**src/rtl/i2c_pkg.sv**
```systemverilog
// rtl/i2c_pkg.sv - shared I2C constants and slave receiver state encoding
package i2c_pkg;

   localparam int I2C_ADDR_W        = 7;
   localparam bit I2C_RW_WRITE      = 1'b0;
   localparam int I2C_BITS_PER_BYTE = 8;

   typedef enum logic [2:0] {
      IDLE,
      ADDR,
      ACK_ADDR,
      DATA,
      ACK_DATA,
      IGNORE
   } i2c_state_t;

endpackage

```
**src/rtl/i2c_line_sync.sv**
```systemverilog
// rtl/i2c_line_sync.sv - async line synchronizer with previous-sample edge detect
module i2c_line_sync #(
   parameter int STAGES = 2
) (
   input  logic clk,
   input  logic reset,
   input  logic line_in,
   output logic line_s,
   output logic rise,
   output logic fall
);

   logic [STAGES-1:0] sync_q;
   logic              prev_q;

   // Reset to the idle-bus level so releasing reset never looks like an edge.
   always_ff @(posedge clk or posedge reset) begin
      if (reset) begin
         sync_q <= '1;
         prev_q <= 1'b1;
      end else begin
         sync_q <= {sync_q[STAGES-2:0], line_in};
         prev_q <= sync_q[STAGES-1];
      end
   end

   assign line_s = sync_q[STAGES-1];
   assign rise   = !prev_q & line_s;
   assign fall   = prev_q & !line_s;

endmodule

```
**src/rtl/i2c_slave_rx.sv**
```systemverilog
// rtl/i2c_slave_rx.sv - write-only I2C slave receiver with address match and ACK
module i2c_slave_rx
   import i2c_pkg::*;
#(
   parameter logic [I2C_ADDR_W-1:0] SLAVE_ADDR  = 7'h50,
   parameter int                    SYNC_STAGES = 2
) (
   input  logic       clk,
   input  logic       reset,
   input  logic       scl_in,
   input  logic       sda_in,
   output logic       sda_oe,
   output logic [7:0] rx_data,
   output logic       rx_valid,
   output logic       addressed,
   output logic       start_det,
   output logic       stop_det
);

   logic scl_s, scl_rise, scl_fall;
   logic sda_s, sda_rise, sda_fall;

   i2c_line_sync #(.STAGES(SYNC_STAGES)) u_scl_sync (
      .clk     (clk),
      .reset   (reset),
      .line_in (scl_in),
      .line_s  (scl_s),
      .rise    (scl_rise),
      .fall    (scl_fall)
   );

   i2c_line_sync #(.STAGES(SYNC_STAGES)) u_sda_sync (
      .clk     (clk),
      .reset   (reset),
      .line_in (sda_in),
      .line_s  (sda_s),
      .rise    (sda_rise),
      .fall    (sda_fall)
   );

   // SCL held high across two samples; an SCL edge in the same cycle disqualifies START/STOP.
   logic scl_held_high, start_cond, stop_cond;
   assign scl_held_high = scl_s & !scl_rise;
   assign start_cond    = scl_held_high & sda_fall;
   assign stop_cond     = scl_held_high & sda_rise;

   localparam logic [3:0] LAST_BIT = 4'(I2C_BITS_PER_BYTE - 1);

   i2c_state_t state, state_n;
   logic [3:0] bit_cnt, bit_cnt_n;
   logic [7:0] shift_q, shift_n, shifted;
   logic       sda_oe_n, addressed_n, rx_valid_n, start_det_n, stop_det_n;
   logic [7:0] rx_data_n;

   always_ff @(posedge clk or posedge reset) begin
      if (reset) begin
         state     <= IDLE;
         bit_cnt   <= '0;
         shift_q   <= '0;
         sda_oe    <= 1'b0;
         addressed <= 1'b0;
         rx_data   <= '0;
         rx_valid  <= 1'b0;
         start_det <= 1'b0;
         stop_det  <= 1'b0;
      end else begin
         state     <= state_n;
         bit_cnt   <= bit_cnt_n;
         shift_q   <= shift_n;
         sda_oe    <= sda_oe_n;
         addressed <= addressed_n;
         rx_data   <= rx_data_n;
         rx_valid  <= rx_valid_n;
         start_det <= start_det_n;
         stop_det  <= stop_det_n;
      end
   end

   always_comb begin
      state_n     = state;
      bit_cnt_n   = bit_cnt;
      shift_n     = shift_q;
      sda_oe_n    = sda_oe;
      addressed_n = addressed;
      rx_data_n   = rx_data;
      rx_valid_n  = 1'b0;
      start_det_n = 1'b0;
      stop_det_n  = 1'b0;
      shifted     = {shift_q[6:0], sda_s};

      if (start_cond) begin
         state_n     = ADDR;
         bit_cnt_n   = '0;
         shift_n     = '0;
         sda_oe_n    = 1'b0;
         addressed_n = 1'b0;
         start_det_n = 1'b1;
      end else if (stop_cond) begin
         state_n     = IDLE;
         sda_oe_n    = 1'b0;
         addressed_n = 1'b0;
         stop_det_n  = 1'b1;
      end else begin
         case (state)
            IDLE: ;
            ADDR: begin
               if (scl_rise) begin
                  shift_n   = shifted;
                  bit_cnt_n = bit_cnt + 4'd1;
                  if (bit_cnt == LAST_BIT) begin
                     if (shifted[7:1] == SLAVE_ADDR && shifted[0] == I2C_RW_WRITE)
                        state_n = ACK_ADDR;
                     else
                        state_n = IGNORE;
                  end
               end
            end
            // sda_oe itself tells which of the two falls around the 9th clock this is.
            ACK_ADDR: begin
               if (scl_fall) begin
                  if (!sda_oe) begin
                     sda_oe_n    = 1'b1;
                     addressed_n = 1'b1;
                  end else begin
                     sda_oe_n  = 1'b0;
                     bit_cnt_n = '0;
                     state_n   = DATA;
                  end
               end
            end
            DATA: begin
               if (scl_rise) begin
                  shift_n   = shifted;
                  bit_cnt_n = bit_cnt + 4'd1;
                  if (bit_cnt == LAST_BIT) begin
                     rx_data_n  = shifted;
                     rx_valid_n = 1'b1;
                     state_n    = ACK_DATA;
                  end
               end
            end
            ACK_DATA: begin
               if (scl_fall) begin
                  if (!sda_oe) begin
                     sda_oe_n = 1'b1;
                  end else begin
                     sda_oe_n  = 1'b0;
                     bit_cnt_n = '0;
                     state_n   = DATA;
                  end
               end
            end
            IGNORE:  sda_oe_n = 1'b0;
            default: state_n  = IDLE;
         endcase
      end
   end

endmodule

```
**config.mk**
```make
export PLATFORM = sky130hd
export DESIGN_NAME = i2c_slave_rx
export DESIGN_NICKNAME = d
export VERILOG_FILES = /design/src/rtl/i2c_pkg.sv /design/src/rtl/i2c_line_sync.sv /design/src/rtl/i2c_slave_rx.sv
export SDC_FILE = /design/constraint.sdc
export NUM_CORES = 1
export LEC_CHECK = 0
export CAP_MARGIN = 20
export CORE_MARGIN = 5
export CORE_UTILIZATION = 30
export CTS_CLUSTER_SIZE = 30
export DETAILED_ROUTE_END_ITERATION = 8
export PLACE_DENSITY_LB_ADDON = 0.08
export SYNTH_ARGS = -nofsm -noshare
export SYNTH_HDL_FRONTEND = slang
export SYNTH_SLANG_ARGS = --single-unit
export TNS_END_PERCENT = 5
```
**constraint.sdc**
```tcl
create_clock -name clk -period 2.64 [get_ports clk]
set_clock_uncertainty 0.15 [all_clocks]
set_input_delay 0.264 -clock clk [delete_from_list [all_inputs] [get_ports clk]]
set_output_delay 0.264 -clock clk [all_outputs]
set_load 0.01 [all_outputs]
```
==> metrics <==
ant diodes=0; Die Ht=81.4 um; Root Buffer=clkbuf_8; ranking of synthesized cells by area=dfrtp_1 (44%), dfstp_2 (10%), mux2_4 (7.8%); wire per inst=14.4 um; total routed wirelength=3.05 mm; Post-synth EDFFs=0; gpl congestion=0.802; final setup violation count=0; CP Launch Type=flop; Clk pwr share=33.8%; cts bufs inserted=5; row count=26; unrepaired setup endpoints after global routing=no; Internal=0.842 mW; # DRC=0; PwrDens=638 nW/um2; Comb pwr share=13.4%; P&R area growth vs syn=20.4%; Crit path arrival time=2040 ps; FF-to-FF path depth=4; Tot GR Track Use=11.0%; Slew headroom=68.6%; top cell type's share of synthesized area=44.2%; Hold Vio Cnt, Final=0; final period utilization=76.7%; kind of critical path=reg2reg; Sw Ratio=28.4%; vias in the first global route=1072; Initial Util=30.3%; core area=5040 um2; outcome=completed; WHS Path Cells=0; Final min period=2030 ps; clock buffer depth=2; CTS sink count=33; first-pass GRT wire length=5.39 mm; HP Class=reg2reg; Synth Flop Type=dfrtp_1; I/O Buffers=16; Worst EP required=2650 ps; nets@finish=145; I/O pin cnt=17; Async SR Flop Fraction=100%; H-tree depth=2; share of cells above drive strength 1=21.3%; synth unique cells=45; Vias/cell=4.67; Post-Route Utilization=36.6%; Die ar.=6630 um2; Clk pin slew, worst setup/hold paths=70 ps; drt pass-1 iters=4; 1st-iter DRT viols=95; # hold bufs at CTS=0; Max-cap violations=0; # resized after CTS=0; Ys Warns=0; Max Freq=0.494 GHz; # Post-CTS Setup Buffers=0; post-synthesis average cell area=12.9 um2; pin count of the biggest net entering global routing=34; via count=985; Switch Pwr=0.334 mW; Slew @ Worst Pin=471 ps; latest clock arrival within the worst-skew pair=280 ps; area leader, netlist=dfrtp_1; synthesized area=1530 um2; Critical Path End Type=flop; final-report max-slew violation count=0; VDD IR max=0.274 mV; global route overflow=0; post-detailed-route count of antenna-violating nets=0; post-synthesis sequential area ratio=54.5%; initial antenna violation count=0; Syn Inst Count=119; post-DP HPWL=2.14 mm; CTS tree=yes; register share of total power=52.9%; CP max FO=12; setup tns final=0 ps; synthesis-stage register bit count=33; leak pwr=0.767 nW; syn_nets=124; Die W=81.4 um
per-layer routing:
layer,global-route usage [%],up-vias,part of all wire (%)
li1,-,478,-
met1,14.0,492,47
met2,17.0,13,49
met3,4.17,2,3.2
met4,3.55,0,0.72
met5,0,-,0
placed cells by master (no fill, tap or decap), drive strengths merged, types with 3 or more instances in the layout:
master and n:
dfrtp 27, clkbuf 7, inv 4, a31oi 3, dfstp 6, nor2 8, nor3 3, a22o 7
clkdlybuf4s50 16, o21ai 4, mux2 8, nand2 8, nor2b 3, a21oi 3
Yosys cell counts, types with 2 or more instances:
cell,n
o21ai_0,2
nor3_1,2
inv_1,3
dfrtp_1,27
o22ai_1,2
a31oi_1,3
mux2i_1,2
a22o_1,7
nand2b_1,2
a21oi_1,3
o21ai_1,2
o21a_1,2
nor3b_1,2
dfstp_2,6
nand2_1,8
nor2b_1,3
mux2_4,8
or2_1,2
nor2_1,7
area by class of cell:
class	count	area, um2
Clock inverter	1	7.51
Timing Repair Buffer	18	175
Inverter	4	17.5
Clock buffer	7	86.3
Sequential cell	33	833
Fill cell	500	3200
Tap cell	70	87.6
Multi-Input combinational cell	78	636
stage by stage:
| stage | setup slack [ps] | area, um2 | hold slack, ps | power [mW] | instances |
|---|---|---|---|---|---|
| after detailed placement | 623 | 1750 | 197 | 0.790 | 203 |
| after global routing | 507 | 1840 | 210 | 1.24 | 211 |
| after global placement | 656 | 1750 | 197 | 0.791 | 203 |
| after CTS | 603 | 1840 | 208 | 1.20 | 211 |
| final | 614 | 1840 | 207 | 1.18 | 211 |
| after floorplan | 808 | 1530 | 118 | 0.749 | 119 |
flip-flops by register name (all words and copies together), names as in the netlist, 2 cells and up:
signal,flops
bit_cnt,4
shift_q,7
state,3
u_sda_sync.sync_q,2
u_scl_sync.sync_q,2
rx_data,8
worst paths after layout:
path,from,end,slack [ps]
max in group asynchronous,reset,u_sda_sync.prev_q,1770
setup / recovery,state[2],rx_data[2],610
hold / removal,u_scl_sync.sync_q[0],u_scl_sync.sync_q[1],210
hold reg to reg,u_scl_sync.sync_q[0],u_scl_sync.sync_q[1],210
setup reg to reg,state[2],rx_data[2],610
min in group asynchronous,reset,sda_oe,230
power groups by stage:
stage	registers, mW	clock network [mW]	logic (mW)
floorplan	0.594	0	0.155
global placement	0.630	0	0.161
detailed placement	0.631	0	0.159
CTS	0.622	0.416	0.161
global route	0.630	0.436	0.178
finish	0.621	0.397	0.157
worst max-delay path, cell delays in order, from the launching register on:
cell and delay [ps]:
dfrtp_1 530, nand4bb_4 320, nor3_4 290, and2_4 300, mux2_4 320
cell families after synthesis:
logic type                 synth area share, %
and+or+nand+nor                           16.8
xor gates and xnor gates                 0.572
buffers and inverters                     4.01
muxes                                     9.16
adders and majority gates                0.818
AOI/OAI and AO/OA                         14.2
DFF                                       54.5
(Power assumes the default switching activity.)
